## config.mk

```make
export PLATFORM = sky130hd
export DESIGN_NAME = sha256_round_driver
export DESIGN_NICKNAME = d
export VERILOG_FILES = /design/src/rtl/sha256_round_driver.sv
export SDC_FILE = /design/constraint.sdc
export NUM_CORES = 2
export LEC_CHECK = 0
export BUFFER_PORTS_ARGS = -buffer_cell sky130_fd_sc_hd__buf_4
export CORE_AREA = 2 2 319 321
export CTS_CLUSTER_SIZE = 24
export DETAILED_ROUTE_END_ITERATION = 8
export DIE_AREA = 0 0 321 323
export HOLD_SLACK_MARGIN = 0.03
export MAX_ROUTING_LAYER = met4
export PLACE_DENSITY = 0.68
export SLEW_MARGIN = 10
export SYNTH_ARGS = -nofsm -noshare
export SYNTH_HDL_FRONTEND = slang
export SYNTH_SLANG_ARGS = --single-unit
```

## constraint.sdc

```tcl
create_clock -name clk -period 15.45 [get_ports clk]
set_input_delay 1.545 -clock clk [delete_from_list [all_inputs] [get_ports clk]]
set_output_delay 1.545 -clock clk [all_outputs]
set_load 0.005 [all_outputs]
```

## src/rtl/sha256_round_driver.sv

```systemverilog
// sha256_round_driver
//   Sequences the SHA-256 round datapath (hash_generator) for one pre-padded
//   512-bit block. It takes the block on a valid/ready handshake, expands it
//   into the message schedule through a 16-word sliding window, and forms the
//   round terms t1/t2 from the datapath's working registers. It also drives
//   start/count/w_rdy/done until the datapath reports its final add.
//
// Ports
//   clk, rst             clock, asynchronous active-high reset
//   msg_valid/msg_ready  block handshake; msg[511:480] = W0 ... msg[31:0] = W15
//   a,b,c,e,f,g,h        working registers from hash_generator
//   hash_rdy             hash_generator final add complete
//   hg_start             clears hash_generator
//   count                0 makes hash_generator load the IV, never 0 elsewhere
//   w_rdy                apply one round this cycle
//   t1, t2               round terms (combinational, valid while w_rdy)
//   done                 high for exactly 5 cycles to trigger the final add
//   busy                 block in flight
//   digest_valid         one-cycle pulse: hash_generator HASH is final
module sha256_round_driver #(
  parameter int ROUNDS = 64
) (
  input  logic         clk,
  input  logic         rst,
  input  logic         msg_valid,
  output logic         msg_ready,
  input  logic [511:0] msg,
  input  logic [31:0]  a,
  input  logic [31:0]  b,
  input  logic [31:0]  c,
  input  logic [31:0]  e,
  input  logic [31:0]  f,
  input  logic [31:0]  g,
  input  logic [31:0]  h,
  input  logic         hash_rdy,
  output logic         hg_start,
  output logic [4:0]   count,
  output logic         w_rdy,
  output logic [31:0]  t1,
  output logic [31:0]  t2,
  output logic         done,
  output logic         busy,
  output logic         digest_valid
);

  typedef enum logic [2:0] {
    S_IDLE, S_CLEAR, S_LOAD, S_ROUND, S_FINAL, S_WAIT, S_DONE
  } state_t;

  localparam logic [31:0] K [64] = '{
    32'h428a2f98, 32'h71374491, 32'hb5c0fbcf, 32'he9b5dba5, 32'h3956c25b, 32'h59f111f1, 32'h923f82a4, 32'hab1c5ed5,
    32'hd807aa98, 32'h12835b01, 32'h243185be, 32'h550c7dc3, 32'h72be5d74, 32'h80deb1fe, 32'h9bdc06a7, 32'hc19bf174,
    32'he49b69c1, 32'hefbe4786, 32'h0fc19dc6, 32'h240ca1cc, 32'h2de92c6f, 32'h4a7484aa, 32'h5cb0a9dc, 32'h76f988da,
    32'h983e5152, 32'ha831c66d, 32'hb00327c8, 32'hbf597fc7, 32'hc6e00bf3, 32'hd5a79147, 32'h06ca6351, 32'h14292967,
    32'h27b70a85, 32'h2e1b2138, 32'h4d2c6dfc, 32'h53380d13, 32'h650a7354, 32'h766a0abb, 32'h81c2c92e, 32'h92722c85,
    32'ha2bfe8a1, 32'ha81a664b, 32'hc24b8b70, 32'hc76c51a3, 32'hd192e819, 32'hd6990624, 32'hf40e3585, 32'h106aa070,
    32'h19a4c116, 32'h1e376c08, 32'h2748774c, 32'h34b0bcb5, 32'h391c0cb3, 32'h4ed8aa4a, 32'h5b9cca4f, 32'h682e6ff3,
    32'h748f82ee, 32'h78a5636f, 32'h84c87814, 32'h8cc70208, 32'h90befffa, 32'ha4506ceb, 32'hbef9a3f7, 32'hc67178f2
  };

  function automatic logic [31:0] rotr(input logic [31:0] x, input int n);
    return (x >> n) | (x << (32 - n));
  endfunction

  function automatic logic [31:0] big_s0(input logic [31:0] x);
    return rotr(x, 2) ^ rotr(x, 13) ^ rotr(x, 22);
  endfunction

  function automatic logic [31:0] big_s1(input logic [31:0] x);
    return rotr(x, 6) ^ rotr(x, 11) ^ rotr(x, 25);
  endfunction

  function automatic logic [31:0] sml_s0(input logic [31:0] x);
    return rotr(x, 7) ^ rotr(x, 18) ^ (x >> 3);
  endfunction

  function automatic logic [31:0] sml_s1(input logic [31:0] x);
    return rotr(x, 17) ^ rotr(x, 19) ^ (x >> 10);
  endfunction

  state_t      state, state_nxt;
  // rnd counts rounds 0..63 in ROUND; it wraps to 0 on the last round and is
  // then reused to time the five FINAL cycles.
  logic [5:0]  rnd;
  logic [31:0] win [16];
  logic [31:0] w_next;

  assign w_next = sml_s1(win[14]) + win[9] + sml_s0(win[1]) + win[0];
  assign t1 = h + big_s1(e) + ((e & f) ^ (~e & g)) + K[rnd] + win[0];
  assign t2 = big_s0(a) + ((a & b) ^ (a & c) ^ (b & c));

  always_ff @(posedge clk or posedge rst) begin
    if (rst) begin
      state <= S_IDLE;
      rnd   <= '0;
      for (int i = 0; i < 16; i++) win[i] <= '0;
    end else begin
      state <= state_nxt;
      case (state)
        S_IDLE: begin
          if (msg_valid) begin
            rnd <= '0;
            for (int i = 0; i < 16; i++) win[i] <= msg[511 - 32*i -: 32];
          end
        end
        S_ROUND: begin
          rnd <= rnd + 6'd1;
          for (int i = 0; i < 15; i++) win[i] <= win[i+1];
          win[15] <= w_next;
        end
        S_FINAL: rnd <= rnd + 6'd1;
        default: ;
      endcase
    end
  end

  always_comb begin
    state_nxt    = state;
    msg_ready    = 1'b0;
    hg_start     = 1'b0;
    count        = 5'd31;
    w_rdy        = 1'b0;
    done         = 1'b0;
    busy         = 1'b1;
    digest_valid = 1'b0;
    case (state)
      S_IDLE: begin
        msg_ready = 1'b1;
        busy      = 1'b0;
        if (msg_valid) state_nxt = S_CLEAR;
      end
      S_CLEAR: begin
        hg_start  = 1'b1;
        state_nxt = S_LOAD;
      end
      S_LOAD: begin
        count     = 5'd0;
        state_nxt = S_ROUND;
      end
      S_ROUND: begin
        w_rdy = 1'b1;
        // Saturate rather than wrap: a wrapped 0 would reload the IV.
        count = (rnd >= 6'd30) ? 5'd31 : rnd[4:0] + 5'd1;
        if (rnd == 6'(ROUNDS - 1)) state_nxt = S_FINAL;
      end
      S_FINAL: begin
        // The datapath's done shift register adds once per 5 consecutive
        // high edges; a sixth would repeat the final add.
        done = 1'b1;
        if (rnd == 6'd4) state_nxt = S_WAIT;
      end
      S_WAIT: begin
        if (hash_rdy) state_nxt = S_DONE;
      end
      S_DONE: begin
        digest_valid = 1'b1;
        state_nxt    = S_IDLE;
      end
      default: state_nxt = S_IDLE;
    endcase
  end

endmodule

```

==> results by group <==
Outcome
  – Status: completed

Timing
  – Fmax: 107 MHz
  – Min Tclk post-route: 9.36 ns
  – RSZ-0062 raised after global routing: false
  – Final Max Tran Viols: 0
  – Worst Clk Skew: around 0.036 ns
  – Final period util: 60.6%
  – Slew HR: between 20% and 30%
  – Total Neg Setup Slack: 0 ns
  – Final Hold Viols: 0
  – Final setup fails: 0
  – Worst-Margin Slew: 1.15 ns

Drt
  – Avg WL per Cell: approximately 24 µm
  – Drc violations: 0
  – DRT antenna net count: 0
  – Drt pass-1 iters: 8
  – DR vias/cell: 5.45
  – Initial DRC count: 3634
  – Via count: around 37000
  – Routed WL: roughly 160 mm

Cells and area
  – Post-Layout Cell Count: 6728
  – Layout area overhead: 23.5%
  – Share of cells above drive strength 1: 18.8%
  – Layout Nets: between 6000 and 7000

Floorplan
  – Die area: 104000 µm²
  – Die H: 323 µm
  – Die W: 321 µm
  – # IOs: 815
  – # rows: 117
  – Initial Util: 37.5%
  – Core Area: 101000 µm²

Clocking
  – CTS tree: done
  – H-tree levels: 2
  – Clk pin slew, worst setup/hold paths: approximately 0.06 ns
  – Bufs on Longest Clock Path: 3
  – Post-cts gate resize count: 0
  – Num CTS Buffers: 54
  – Clock Latency Late Sink: about 0.64 ns
  – Hold buffer count at cts: 0
  – Clock root buffer: clkbuf_16
  – # Post-CTS Setup Buffers: 0
  – Sink Count: ~520

Setup path
  – CP Launch Type: flip-flop
  – Worst setup startpoint: rnd[0]
  – FF-to-FF setup slack: 10.42 ns
  – R2r startpoint: win[51]
  – Critical Path Sink Type: primary output
  – Critical path peak fanout: 18
  – Crit path required time: about 14 ns
  – Most used cell, CP: a21oi_1
  – Worst Path Class, Setup: reg2out
  – CP max stage delay: 0.79 ns
  – Reg2reg end: win[29]
  – FF-to-FF path depth: 15
  – Worst EP arrival: 7.82 ns
  – Crit path cell chain: clkinv_1 -> ha_1 -> nor2_1 -> nand2_1 -> a311oi_1 -> o22ai_1 -> a21oi_1 -> fa_1 -> inv_1 -> ha_1 -> a21oi_1 -> o22ai_1 -> nor4_1 -> o41ai_1 -> buf_4 -> a221o_1 -> a21o_1 -> a21oi_1 -> nor2_1 -> a311oi_1 -> buf_4
  – Slowest CP cell: dfrtp_1

Synth
  – Synth Flop Type: dfrtp_1
  – Syn Inst Count: ~4800
  – Syn_area_per_cell: 7.93 µm²
  – FFs w/ async S/R, synth: 100%
  – Largest family of logic cells by synthesized area: simple AND/OR/NAND/NOR gates
  – Synth Net Count: 5780
  – Fraction of synthesized area in multiplexers: between 1.5 and 2%
  – Synthesized area: ~38000 µm²
  – Syn. warnings: 0
  – Post-synth EDFFs: 0
  – Synth Area in Compound Gates: between 10% and 20%
  – Yosys cell types: 83
  – Register area share after synthesis: 34.5%
  – #FFs+latches synth: 521
  – Adder-cell share of the synthesized area: between 10% and 20%
  – Simple-gate share of the synthesized area: 19.2%
  – XOR/XNOR share of the synthesized area: 7.75%

Run
  – Number of max-cap violations: 0

Global routing
  – Largest net degree at the start of global routing: around 280
  – Vias in the first global route: 35400
  – First-pass GRT wire length: 233 mm
  – Grt total ovfl: 0
  – Initial antenna violation count: 39
  – GR Util All Layers: 31.5%

Worst hold path
  – WHS Endpoint: win[3]
  – Hold path depth: 2
  – Launch point of the worst hold path: win[3]
  – Hold WC Path Type: reg2reg

Place
  – Placed wire-length estimate: 129 mm
  – GP Congestion: 1.01
  – # port buffers: 814
  – DP Cell Count: around 6600
[state kept, by name, indices dropped and copies added, names as in the netlist]
name   flops
rnd        6
win      512
state      3
[cells by family (layout without fill, tap and decap cells)]
family / Yosys count / count (layout)
xor gates and xnor gates: 334 / 334
buffers and inverters: 700 / 1315
and+or+nand+nor: 1853 / 1853
DFF: 521 / 521
adders and majority gates: 308 / 308
AOI/OAI and AO/OA: 987 / 987
other: 0 / 41
muxes: 60 / 60
[worst max-delay path by stage]
stage	endpoint	slack, ns	depth (start not counted)
global placement	t1[30]	6.87	21
floorplan	rnd[0]	6.83	1
finish	t1[30]	6.09	21
CTS	t1[30]	6.23	21
global route	t1[30]	5.70	22
detailed placement	t1[30]	6.92	21
[layer usage]
| metal | track usage (%) | part of all wire (%) | vias to the layer above |
|---|---|---|---|
| met1 | 38.4 | 40 | 17800 |
| met2 | 50.8 | 48 | 1577 |
| li1 | - | - | 17000 |
| met4 | 15.0 | 5.2 | 0 |
| met5 | - | 0 | - |
| met3 | 5.33 | 7.5 | 301 |
[cell type report]
type                    instances  area (µm²)
diodes                         41         103
clock buffers                  80        1580
clock inverters                22         315
fillers                     10000       54100
inverters                     361        1370
multi-input cells            3542       22100
flip-flops and latches        521       13000
well taps                    1309        1640
repair buffers                852        6470
[placed cells by master (no fill, tap or decap), types with 16 or more instances in the layout]
| cell type | count |
|---|---|
| nand2_1 | 1096 |
| buf_4 | 846 |
| nor2_1 | 616 |
| dfrtp_1 | 518 |
| a31oi_1 | 506 |
| inv_1 | 357 |
| xnor2_1 | 250 |
| a21oi_1 | 169 |
| fa_1 | 156 |
| ha_1 | 121 |
| o21ai_0 | 103 |
| xor2_1 | 84 |
| clkbuf_16 | 54 |
| diode_2 | 41 |
| mux2_2 | 32 |
| nor3_1 | 31 |
| maj3_1 | 31 |
| a21o_1 | 30 |
| nand3_1 | 29 |
| o22ai_1 | 25 |
| mux2i_1 | 23 |
| a211oi_1 | 21 |
| o211ai_1 | 16 |
[cells in the mapped netlist (4+ instances only)]
master	n	area share, %
buf_1	31	0.31
o21a_1	11	0.22
a211oi_1	21	0.42
nor4_1	6	0.099
mux2i_1	23	0.61
xnor2_1	250	5.8
o22ai_1	25	0.41
a311oi_1	10	0.23
o21bai_1	9	0.18
dfrtp_1	521	35
nand2_1	1096	11
nor2b_1	14	0.23
or3_1	8	0.13
inv_1	359	3.6
mux4_2	5	0.30
nand3_1	30	0.40
a21o_1	30	0.60
and2_1	5	0.083
a311o_1	4	0.11
nand2b_1	9	0.15
a221oi_1	10	0.23
o311ai_0	8	0.19
nor3_1	31	0.41
fa_1	156	8.3
or2_2	5	0.083
a22oi_1	4	0.080
nor2_1	616	6.1
ha_1	121	4.0
o21ai_0	103	1.4
mux2_2	32	0.95
xor2_1	84	1.9
and3_1	10	0.17
o211ai_1	16	0.32
a31oi_1	506	8.4
maj3_1	31	0.82
a21boi_0	6	0.12
clkbuf_1	304	3.0
a21oi_1	170	2.3
o221ai_1	6	0.14
nand4_1	10	0.17
o31ai_1	4	0.080
[metrics by stage]
stage,setup slack (ns),instance area [µm²],hold slack (ns),util [%]
floorplan,6.83,37800,0.450,-
global placement,6.87,44600,0.469,44.3
detailed placement,6.92,44600,0.476,44.3
CTS,6.23,46500,0.496,46.2
global route,5.70,46600,0.523,46.3
finish,6.09,46600,0.503,46.3
[critical path: cells and delay by family (launching register included)]
family | cells | cell delay (ns)
buffers and inverters | 4 | 1.06
adder cells (fa/ha/maj) | 3 | 1.33
AND/OR/NAND/NOR | 4 | 1.35
AO/OA/AOI/OAI | 10 | 2.67
flip-flops | 1 | 0.79
Power is not shown: default switching activity piles up to over one toggle a cycle in this logic, so the estimate is an artifact.
